## src/rtl/mem_access_stage.sv

```systemverilog
// MEM stage of the RV32I pipeline: data-memory access over req/gnt/rvalid, branch/jump redirect,
// and the MEM/WB write-back register. Stalls upstream while a request or load response is pending.
module mem_access_stage #(
  parameter int XLEN = 32
) (
  input  logic            clk,
  input  logic            rst_n,
  input  logic            me_aluOut_WB_memOut,
  input  logic            me_writeReg,
  input  logic [1:0]      me_writeMem,
  input  logic [2:0]      me_readMem,
  input  logic [1:0]      me_pcImm_NEXTPC_rs1Imm,
  input  logic            me_conditionBranch,
  input  logic [XLEN-1:0] me_pcImm,
  input  logic [XLEN-1:0] me_rs1Imm,
  input  logic [XLEN-1:0] me_outAlu,
  input  logic [XLEN-1:0] me_rs2Data,
  input  logic [4:0]      me_rd,
  output logic            dmem_req,
  output logic            dmem_we,
  output logic [XLEN-1:0] dmem_addr,
  output logic [3:0]      dmem_be,
  output logic [XLEN-1:0] dmem_wdata,
  input  logic            dmem_gnt,
  input  logic            dmem_rvalid,
  input  logic [XLEN-1:0] dmem_rdata,
  output logic            mem_stall,
  output logic            redirect,
  output logic [XLEN-1:0] redirect_pc,
  output logic            misalign,
  output logic            wb_writeReg,
  output logic [4:0]      wb_rd,
  output logic [XLEN-1:0] wb_data
);

  typedef enum logic {IDLE, WAIT_R} state_t;

  state_t          state, state_n;
  logic            is_load, is_store, is_half, is_word, misaligned;
  logic [3:0]      store_be;
  logic [XLEN-1:0] store_wdata;
  logic [7:0]      ld_byte;
  logic [15:0]     ld_half;
  logic [XLEN-1:0] load_ext;

  assign dmem_addr = {me_outAlu[XLEN-1:2], 2'b00};

  // Load takes priority when both a load and a store are encoded.
  always_comb begin
    is_load    = (me_readMem != 3'b000) && (me_readMem <= 3'b101);
    is_store   = !is_load && (me_writeMem != 2'b00);
    is_half    = (is_load && (me_readMem == 3'b011 || me_readMem == 3'b100)) ||
                 (is_store && me_writeMem == 2'b10);
    is_word    = (is_load && me_readMem == 3'b101) || (is_store && me_writeMem == 2'b11);
    misaligned = (is_half && me_outAlu[0]) || (is_word && me_outAlu[1:0] != 2'b00);
  end

  always_comb begin
    store_be    = 4'b0000;
    store_wdata = '0;
    case (me_writeMem)
      2'b01: begin
        store_be    = 4'b0001 << me_outAlu[1:0];
        store_wdata = {4{me_rs2Data[7:0]}};
      end
      2'b10: begin
        store_be    = me_outAlu[1] ? 4'b1100 : 4'b0011;
        store_wdata = {2{me_rs2Data[15:0]}};
      end
      2'b11: begin
        store_be    = 4'b1111;
        store_wdata = me_rs2Data;
      end
      default: ;
    endcase
  end

  always_comb begin
    ld_byte  = dmem_rdata[{me_outAlu[1:0], 3'b000} +: 8];
    ld_half  = dmem_rdata[{me_outAlu[1], 4'b0000} +: 16];
    load_ext = dmem_rdata;
    case (me_readMem)
      3'b001:  load_ext = {{(XLEN-8){ld_byte[7]}}, ld_byte};
      3'b010:  load_ext = {{(XLEN-8){1'b0}}, ld_byte};
      3'b011:  load_ext = {{(XLEN-16){ld_half[15]}}, ld_half};
      3'b100:  load_ext = {{(XLEN-16){1'b0}}, ld_half};
      default: load_ext = dmem_rdata;
    endcase
  end

  always_comb begin
    state_n    = state;
    dmem_req   = 1'b0;
    dmem_we    = 1'b0;
    dmem_be    = 4'b0000;
    dmem_wdata = '0;
    mem_stall  = 1'b0;
    misalign   = 1'b0;
    case (state)
      IDLE: begin
        if (misaligned) begin
          misalign = 1'b1;
        end else if (is_load) begin
          dmem_req  = 1'b1;
          dmem_be   = 4'b1111;
          mem_stall = 1'b1;
          if (dmem_gnt) state_n = WAIT_R;
        end else if (is_store) begin
          dmem_req   = 1'b1;
          dmem_we    = 1'b1;
          dmem_be    = store_be;
          dmem_wdata = store_wdata;
          mem_stall  = !dmem_gnt;
        end
      end
      WAIT_R: begin
        mem_stall = !dmem_rvalid;
        if (dmem_rvalid) state_n = IDLE;
      end
      default: state_n = IDLE;
    endcase
  end

  // Redirect only once the instruction actually leaves MEM.
  always_comb begin
    redirect    = 1'b0;
    redirect_pc = '0;
    if (!mem_stall) begin
      if (me_pcImm_NEXTPC_rs1Imm == 2'b01 && (!me_conditionBranch || me_outAlu[0])) begin
        redirect    = 1'b1;
        redirect_pc = me_pcImm;
      end else if (me_pcImm_NEXTPC_rs1Imm == 2'b10) begin
        redirect    = 1'b1;
        redirect_pc = me_rs1Imm & ~{{(XLEN-1){1'b0}}, 1'b1};
      end
    end
  end

  always_ff @(posedge clk) begin
    if (!rst_n) begin
      state       <= IDLE;
      wb_writeReg <= 1'b0;
      wb_rd       <= '0;
      wb_data     <= '0;
    end else begin
      state <= state_n;
      if (mem_stall || misalign) begin
        wb_writeReg <= 1'b0;
      end else begin
        wb_writeReg <= me_writeReg;
        wb_rd       <= me_rd;
        wb_data     <= (state == WAIT_R && me_aluOut_WB_memOut) ? load_ext : me_outAlu;
      end
    end
  end

endmodule

```

## config.mk

```make
export PLATFORM = sky130hd
export DESIGN_NAME = mem_access_stage
export DESIGN_NICKNAME = d
export VERILOG_FILES = /design/src/rtl/mem_access_stage.sv
export SDC_FILE = /design/constraint.sdc
export NUM_CORES = 1
export LEC_CHECK = 0
export CAP_MARGIN = 15
export CORE_AREA = 3 3 124 126
export CTS_CLUSTER_DIAMETER = 120
export CTS_CLUSTER_SIZE = 40
export DETAILED_ROUTE_END_ITERATION = 8
export DIE_AREA = 0 0 127 129
export DONT_BUFFER_PORTS = 1
export PLACE_DENSITY = 0.46
export SYNTH_ARGS = -nofsm -noshare
export SYNTH_HDL_FRONTEND = slang
export SYNTH_SLANG_ARGS = --single-unit
```

## constraint.sdc

```tcl
create_clock -name clk -period 4 [get_ports clk]
set_clock_uncertainty 0.15 [all_clocks]
set_input_delay 1.2 -clock clk [delete_from_list [all_inputs] [get_ports clk]]
set_output_delay 1.2 -clock clk [all_outputs]
set_load 0.05 [all_outputs]
```

Word-level counts from Yosys, hierarchy flattened
Cells that the tools add are included.

Reduce and logical (&&, ||, !) cells: 24. Bitwise operators: 2. Order comparisons: 1. Shift-type cells: 3. Equal/unequal tests: 10. Muxes and demuxes: 37.

Operator list (count): 2-to-1 mux 32 bit (8); case mux 32 bit (4 select lines) (1); case mux 32 bit (3 select lines) (1); variable part select 32 x 6 -> 16 bit (1); variable part select 32 x 6 -> 8 bit (1); 2-to-1 mux 4 bit (5); 2-to-1 mux 1 bit (19); case mux 4 bit (3 select lines) (1); logical AND 1 bit (10); equality test 2 bit, second input constant (3); equality test 3 x 2 -> 1 bit, second input constant (2); equality test 3 bit, second input constant (2); logical OR 1 bit (6); equality test 2 x 1 -> 1 bit, second input constant (2); zero test 1 bit (4); case mux 1 bit (2 select lines) (2); nonzero test 2 bit (2); << shifter 1 x 2 -> 4 bit, first input constant (1); equality test 3 x 1 -> 1 bit, second input constant (1); <= comparator 3 bit, second input constant (1); nonzero test 3 bit (1); NOT 1 bit (2); OR reduction 2 bit (1).

Output and inout port bits: 143. Input bits: 179. Register bits: 39.

Depth between registers and ports, before layout
Gate-level depths: netlist of run 1.

Word-level depth: 12. Mapped depth: 8. Mapped depth without buffers: 6.

Worst setup path after synthesis of run 1
OpenSTA, ideal clock, no wires.

Kind: input -> output. Start point: input port me_readMem[1]. End point: output port dmem_wdata[10]. Required time: 2650 ps. Stages: 7. Arrival: 3170 ps. Slack: -520 ps. Path through: buf_4 > and4_1 > a221oi_2 > o22ai_1 > or3_1 > buf_2 > a21oi_1.

Longest elaborated chain between the ends: 10. Elaborated cells between the ends (all ways): 22. Classes of those cells: order compare (1); eq/ne (3); mux (4); reduce/logical (14).

RTL lines: start: declaration (line 11) `input logic [2:0] me_readMem,`; <= comparator 3 bit / nonzero test 3 bit (equally long branches) (line 50) `is_load = (me_readMem != 3'b000) && (me_readMem <= 3'b101);`; logical AND 1 bit (line 50); zero test 1 bit (line 51) `is_store = !is_load && (me_writeMem != 2'b00);`; logical AND 1 bit (line 51); logical AND 1 bit (on tied branches) (line 53, 54); logical OR 1 bit (on tied branches) (line 52, 54); logical AND 1 bit (line 55) `misaligned = (is_half && me_outAlu[0]) || (is_word && me_outAlu[1:0] != 2'b00);`; logical OR 1 bit (line 55); 2-to-1 mux 32 bit (*) (line 101) `if (misaligned) begin`; 2-to-1 mux 32 bit (*) (line 99) `case (state)`; end: declaration (line 23) `output logic [XLEN-1:0] dmem_wdata,`.

Mark *: on every way between the ends. The rest lies on a longest branch, timed or not.

Worst setup path after layout of run 1
Start point: input port me_writeMem[1]. End point: output port dmem_wdata[29].

Longest elaborated chain between the ends: 8. Elaborated cells between the ends (all ways): 17. Classes of those cells: eq/ne (3); mux (5); reduce/logical (9).

RTL lines: start: declaration (line 10) `input logic [1:0] me_writeMem,`; branches (longest 6 deep; another with case mux 32 bit (3 select lines)); 2-to-1 mux 32 bit (*) (line 101); 2-to-1 mux 32 bit (*) (line 99).

Every way passes the cells marked *.

==> results of run 1 <==
-- layer usage --
layer | up-vias | share of wire | global-route usage | routed length, µm
li1 | 2026 | - | - | -
met1 | 2071 | 0.36 | 0.2174 | 6118
met2 | 219 | 0.52 | 0.3502 | 8794
met3 | 29 | 0.091 | 0.06144 | 1536
met4 | 0 | 0.026 | 0.06183 | 432
met5 | - | 0 | 0 | 0
-- power by group through the flow --
stage	Sequential (mW)	Combinational, mW	Clock (mW)
floorplan	0.618	0.694	0
finish	0.623	0.870	0.464
global route	0.629	0.922	0.490
detailed placement	0.633	0.843	0
CTS	0.625	0.863	0.479
global placement	0.633	0.833	0
-- worst max-delay path by stage --
stage	end	depth (start not counted)	slack, ps
floorplan	dmem_wdata[11]	8	-90
global placement	dmem_wdata[0]	7	-140
detailed placement	dmem_wdata[2]	7	-180
CTS	dmem_wdata[2]	7	-20
global route	dmem_wdata[14]	7	-90
finish	dmem_wdata[29]	7	-20
-- synth_stat cells, types with 19 or more instances --
| master | instances |
|---|---|
| nand2_1 | 81 |
| nor2_1 | 40 |
| dfxtp_1 | 39 |
| mux2i_1 | 37 |
| buf_4 | 34 |
| a22oi_1 | 31 |
| clkbuf_1 | 29 |
| nor2b_1 | 24 |
| mux2_2 | 21 |
| a21oi_2 | 20 |
| nand3_1 | 19 |
| o221ai_1 | 19 |
-- registers in the layout, summed over array words and instances (netlist names) --
name and cells:
wb_data 32, wb_rd 5, state 1, wb_writeReg 1
-- critical path: stages --
cell	delay (ps)
nor2b_2	160
a221oi_4	260
o22ai_1	130
or3_4	400
buf_16	200
a21oi_4	150
buf_12	150
-- layout make-up --
| type | instances | share of cell area |
|---|---|---|
| tap | 184 | 0.03728 |
| multi-input combinational | 427 | 0.5525 |
| sequential | 39 | 0.1264 |
| antenna | 1 | 0.0004052 |
| inverter | 7 | 0.005470 |
| clock buffer | 5 | 0.02026 |
| clock inverter | 3 | 0.007091 |
| timing repair buffer | 94 | 0.2506 |
-- stage by stage --
stage / setup TNS (ps) / utilization
after floorplan: -3575 / -
final: -291.1 / 0.4282
after detailed placement: -5945 / 0.4061
after CTS: -207.1 / 0.4240
after global placement: -3519 / 0.4061
after global routing: -3678 / 0.4282
-- timing repair --
item	CTS	global route
endpoints found under the setup margin	62	66
setup buffers	2	0
gates cloned	1	2
pin swaps	9	3
resized for setup	11	1
-- cells by family after synthesis --
family	count (synthesis)	synth area share
flops	39	0.1859
other cells	1	0.0008928
xor+xnor	2	0.004171
simple gates	210	0.2419
mux	62	0.1659
buf+inv	92	0.1269
compound gates	151	0.2744
==> flow_summary_export.csv, run 1 <==
group,metric,value,unit
placed_design,io_buffers,0,
pwr,p_int,1.113,mW
floorplan,std_cell_rows,44,
clock_network,clk_pin_slew,60,ps
sta,grt_setup_unrepaired,"yes",
global_routing,grt_antenna_before_repair,1,
critical_path,startpoint_type,"input port",
pwr,netSwitchingFraction,0.4313,
hold_path,min_path_cells,2,
layout,areaGrowthSynthToFinish,47.04,%
hold_path,hold_end,"wb_data[22]",
pwr,p_comb_frac,0.445,
sta,period_needed,4019,ps
global_routing,grt_pass1_wl,25100,µm
pwr,seqPwrFrac,0.318,
synthesis,synthTopCellsByArea,"dfxtp_1 19%, mux2i_1 8.8%, nand2_1 7.2%",
routing,drc_errors,0,
clock_network,ctsHoldBuffers,0,
clock_network,numCtsBuffers,5,
placed_design,place_congestion,0.7918,
layout,multi_input_area,3412,µm²
layout,mostFrequentLayoutCell,"nand2_1",
sta,hold_violations,0,
synthesis,synthArstFlopShare,0,
placed_design,hpwl,13400,µm
layout,fin_area,6176,µm²
pwr,power.density,316.9,nW/µm²
critical_path,critical_path_required,2650,ps
floorplan,start_util,0.2912,
clock_network,cts_tree,"yes",
floorplan,chipWidth,127,µm
flow_run,max-cap-violations,0,
sta,setup_viol,25,
clock_network,clock_sinks,39,
global_routing,track_usage,0.1940,
routing,first_iter_violations,160,
routing,drtPass1Iterations,4,
layout,n_fill_cell,1432,
pwr,clockPowerShare,0.237,
layout,final-seq-area,780.7,µm²
critical_path,crit_start,"me_writeMem[1]",
critical_path,crit_type,"input port to primary output",
status,violations,"setup timing",
synthesis,ys.warnings.count,0,
critical_path,reg2reg_setup_slack,1410,ps
synthesis,yosysTopAreaCellShare,0.1859,
synthesis,ys_seq_elements,39,
sta,slew_headroom,0.2863,
sta,period_share,1.005,
floorplan,core,14420,µm²
sta,worst_slew_pin_slew,1071,ps
sta,drv_slew,0,
clock_network,clkLatencyLatePin,280,ps
floorplan,die_h,129,µm
hold_path,hp-start,"wb_data[22]",
sta,worst_slack,-19.20,ps
placed_design,dpl_worst_slack,-184.2,ps
routing,vias_per_cell,5.717,
critical_path,critPathMaxFanout,31,
layout,drive_gt1_frac,0.3774,
placed_design,postPlaceCellArea,5857,µm²
global_routing,grt_pass1_vias,4382,
floorplan,dieArea,16380,µm²
synthesis,synth_top_area_cell,"dfxtp_1",
routing,wl,16880,µm
critical_path,cp.arrival,2670,ps
synthesis,syn-cell-area,4200,µm²
pwr,fin_total_pwr,1.957,mW
sta,fmax,248.8,MHz
layout,most-common-layout-cells,"81 x nand2_1, 61 x buf_12, 39 x dfxtp_1",
synthesis,syn_inst,557,
synthesis,synth_edf_count,0,
critical_path,r2r_start,"state",
pwr,p_leak,2.122,nW
routing,wire_per_inst,22.21,µm
critical_path,cp-end-kind,"primary output",
synthesis,synth_top_flop_cell,"dfxtp_1",
clock_network,root_buffer,"clkbuf_16",
routing,postRouteAntennaNets,0,
status,status,"complete, but fails checks",
synthesis,postSynthAreaPerCell,7.541,µm²
layout,final_cells,760,
critical_path,reg2reg_to,"wb_data[23]",
placed_design,dp.cells,746,
hold_path,hold_path.class,"flop to flop",
critical_path,reg2regPathDepth,6,
routing,vias,4345,
floorplan,ios,322,
synthesis,seq_area_frac_synth,0.1859,
synthesis,synth_cell_types,56,
pwr,p_switching,843.9,µW
sta,holdWs,546.0,ps
clock_network,cts_max_level,2,
clock_network,clk_path_buf_depth,2,
pwr,ir_drop,0.1405,mV
global_routing,grt_max_degree,77,
global_routing,grt-ovfl-total,0,
layout,nets,753,
Note: power is estimated with default switching activity, not from simulation.
==> run 2, diff against run 1 <==
--- a/config.mk
+++ b/config.mk
@@ -5,14 +5,16 @@
 export SDC_FILE = /design/constraint.sdc
 export NUM_CORES = 1
 export LEC_CHECK = 0
+export ABC_AREA = 1
 export CAP_MARGIN = 15
-export CORE_AREA = 3 3 124 126
+export CORE_AREA = 3 3 125 127
 export CTS_CLUSTER_DIAMETER = 120
 export CTS_CLUSTER_SIZE = 40
 export DETAILED_ROUTE_END_ITERATION = 8
-export DIE_AREA = 0 0 127 129
+export DIE_AREA = 0 0 128 130
 export DONT_BUFFER_PORTS = 1
 export PLACE_DENSITY = 0.46
+export SKIP_LAST_GASP = 1
 export SYNTH_ARGS = -nofsm -noshare
 export SYNTH_HDL_FRONTEND = slang
 export SYNTH_SLANG_ARGS = --single-unit
==> run 2 against run 1 <==
Against the previous run:
- the run now ends clean
- via count grew 17%
- power is 2.2% higher
- maximum frequency is 4.7% higher
- die area is 1.6% higher
- utilization down 1.1 points
- clock power shrank 14%
- critical path type unchanged
- largest power group unchanged
==> flow_summary_export.csv, run 2 <==
group,metric,value,unit
layout,drive_gt1_frac,0.2432,
critical_path,cp-end-kind,"primary output",
synthesis,seq_area_frac_synth,0.1843,
floorplan,start_util,0.2915,
critical_path,crit_type,"input port to primary output",
synthesis,synth-adder-area-share,0,
synthesis,synthTopCellsByArea,"dfxtp_1 18%, nand2_1 18%, nor2_1 11%",
synthesis,postSynthAreaPerCell,5.370,µm²
layout,n_fill_cell,1542,
synthesis,ys.warnings.count,0,
sta,period_needed,3840,ps
layout,regMostFlops,"wb_data",
synthesis,synth_mux_area_frac,0,
clock_network,cts_tree,"yes",
clock_network,clk_path_buf_depth,2,
routing,first_iter_violations,337,
floorplan,die_h,130,µm
floorplan,core,14530,µm²
layout,mostFrequentLayoutCell,"nand2_1",
layout,nets,992,
floorplan,dieArea,16640,µm²
synthesis,yosysTopAreaCellShare,0.1843,
layout,reg_top3,"wb_data x32, wb_rd x5",
routing,postRouteAntennaNets,0,
pwr,power.density,329.9,nW/µm²
synthesis,synth_top_family_by_area,"simple AND/OR/NAND/NOR gates",
critical_path,crit_start,"me_writeMem[1]",
synthesis,ys_seq_elements,39,
routing,wl,17740,µm
clock_network,root_buffer,"clkbuf_16",
placed_design,dp.cells,988,
global_routing,grt-ovfl-total,0,
pwr,ir_drop,0.1573,mV
critical_path,critical_path_required,2650,ps
hold_path,hold_path.class,"flop to flop",
sta,hold_violations,0,
flow_run,max-cap-violations,0,
synthesis,synthArstFlopShare,0,
clock_network,cts_max_level,2,
global_routing,track_usage,0.2012,
critical_path,startpoint_type,"input port",
global_routing,grt_antenna_before_repair,0,
clock_network,clkLatencyLatePin,280,ps
sta,grt_setup_unrepaired,"no",
floorplan,chipWidth,128,µm
layout,areaGrowthSynthToFinish,43.12,%
synthesis,yosysMostFrequentCell,"nand2_1",
sta,period_share,0.9600,
layout,multi_input_area,3133,µm²
pwr,p_leak,2.669,nW
clock_network,numCtsBuffers,5,
sta,setup_viol,0,
layout,largest_reg_flops,32,
synthesis,synth_top_area_cell,"dfxtp_1",
layout,most-common-layout-cells,"205 x nand2_1, 97 x nor2_1, 88 x nand3_1",
synthesis,synthXorXnorAreaFrac,0,
routing,drc_errors,0,
global_routing,grt_pass1_vias,4919,
critical_path,reg2reg_to,"wb_data[18]",
layout,final-seq-area,780.7,µm²
critical_path,cp.arrival,2490,ps
placed_design,hpwl,14100,µm
synthesis,synth_cell_types,30,
critical_path,reg2regPathDepth,9,
placed_design,io_buffers,0,
global_routing,grt_max_degree,67,
synthesis,synth_compound_area_frac,0.1757,
status,status,"completed",
clock_network,clk_pin_slew,60,ps
routing,wire_per_inst,17.78,µm
synthesis,yosys-top-cells-count,"208 x nand2_1, 122 x nor2_1, 89 x inv_1, 89 x nand3_1, 60 x a21oi_1",
sta,worst_slew_pin_slew,628.6,ps
critical_path,endpoint,"redirect_pc[0]",
layout,diodes,0,
synthesis,synth_edf_count,0,
clock_network,clock_sinks,39,
critical_path,r2r_start,"state",
layout,final_cells,998,
synthesis,syn-cell-area,4237,µm²
critical_path,reg2reg_setup_slack,1620,ps
critical_path,critPathMaxFanout,25,
placed_design,postPlaceCellArea,5903,µm²
sta,slew_headroom,0.5794,
sta,drv_slew,0,
placed_design,place_congestion,0.8940,
pwr,netSwitchingFraction,0.4921,
routing,drtPass1Iterations,4,
pwr,seqPwrFrac,0.340,
synthesis,synth_top_flop_cell,"dfxtp_1",
sta,fmax,260.4,MHz
synthesis,synth_simple_gate_area_share,0.4448,
pwr,p_int,1.016,mW
layout,fin_area,6063,µm²
floorplan,std_cell_rows,44,
synthesis,syn_inst,789,
routing,vias_per_cell,5.097,
routing,vias,5087,
pwr,clockPowerShare,0.200,
global_routing,grt_pass1_wl,27010,µm
pwr,p_comb_frac,0.460,
floorplan,ios,322,
pwr,p_switching,984.4,µW
clock_network,ctsHoldBuffers,0,
run 2: stage by stage:
stage / utilization / total power [mW] / setup TNS, ps / hold slack, ps / setup WS (ps)
2_1_floorplan: - / 1.430 / -12860 / 570.1 / -412.1
3_3_place_gp: 0.4062 / 1.600 / 0 / 588.7 / 123.1
3_5_place_dp: 0.4062 / 1.616 / 0 / 594.3 / 98.34
4_1_cts: 0.4162 / 2.028 / 0 / 607.5 / 95.35
5_1_grt: 0.4172 / 2.123 / 0 / 635.5 / 39.89
6_report: 0.4172 / 2.000 / 0 / 602.4 / 159.9
run 2: worst min-delay path by stage:
stage,from,endpoint,cells after the start
after floorplan,state,state,3
after global placement,wb_rd[3],wb_rd[3],4
after detailed placement,wb_data[18],wb_data[18],4
after CTS,wb_data[18],wb_data[18],4
after global routing,wb_data[26],wb_data[26],4
final,wb_data[18],wb_data[18],4
run 2: metal layers:
layer / track usage / wire length [µm] / vias to the layer above
li1: - / - / 2520
met1: 0.2324 / 6806 / 2279
met2: 0.3524 / 8520 / 264
met3: 0.07900 / 2001 / 24
met4: 0.04557 / 414 / 0
met5: 0 / 0 / -
run 2: timing repair:
action	in CTS	in global routing
endpoints found under the setup margin	0	3
gates resized for setup	0	0
setup buffers	0	2
run 2: logic make-up (layout without fill, tap and decap cells):
family / count (synthesis) / in the layout
other: 1 / 2
AO/OA/AOI/OAI: 129 / 129
AND/OR/NAND/NOR: 446 / 446
buffers and inverters: 174 / 198
flip-flops: 39 / 39
run 2: cell type report:
cell class              count  share of cell area
multi-input cells         577              0.5167
repair buffers             94              0.2319
flip-flops and latches     39              0.1288
inverters                  96             0.06067
well taps                 184             0.03797
clock buffers               5             0.02064
clock inverters             3            0.003302
run 2: power by group through the flow:
stage / Sequential, mW / Combinational (mW) / Clock (mW)
detailed placement: 0.690 / 0.925 / 0
global placement: 0.689 / 0.911 / 0
CTS: 0.682 / 0.928 / 0.418
finish: 0.679 / 0.921 / 0.400
floorplan: 0.677 / 0.753 / 0
global route: 0.687 / 1.00 / 0.433
run 2: worst max-delay path, stage by stage:
cell	delay (ps)
nand2_4	40
inv_4	180
nand3_2	90
nand2_1	90
nand2_2	90
nand3_1	140
nand2_2	90
buf_12	180
nor3b_2	170
buf_4	220
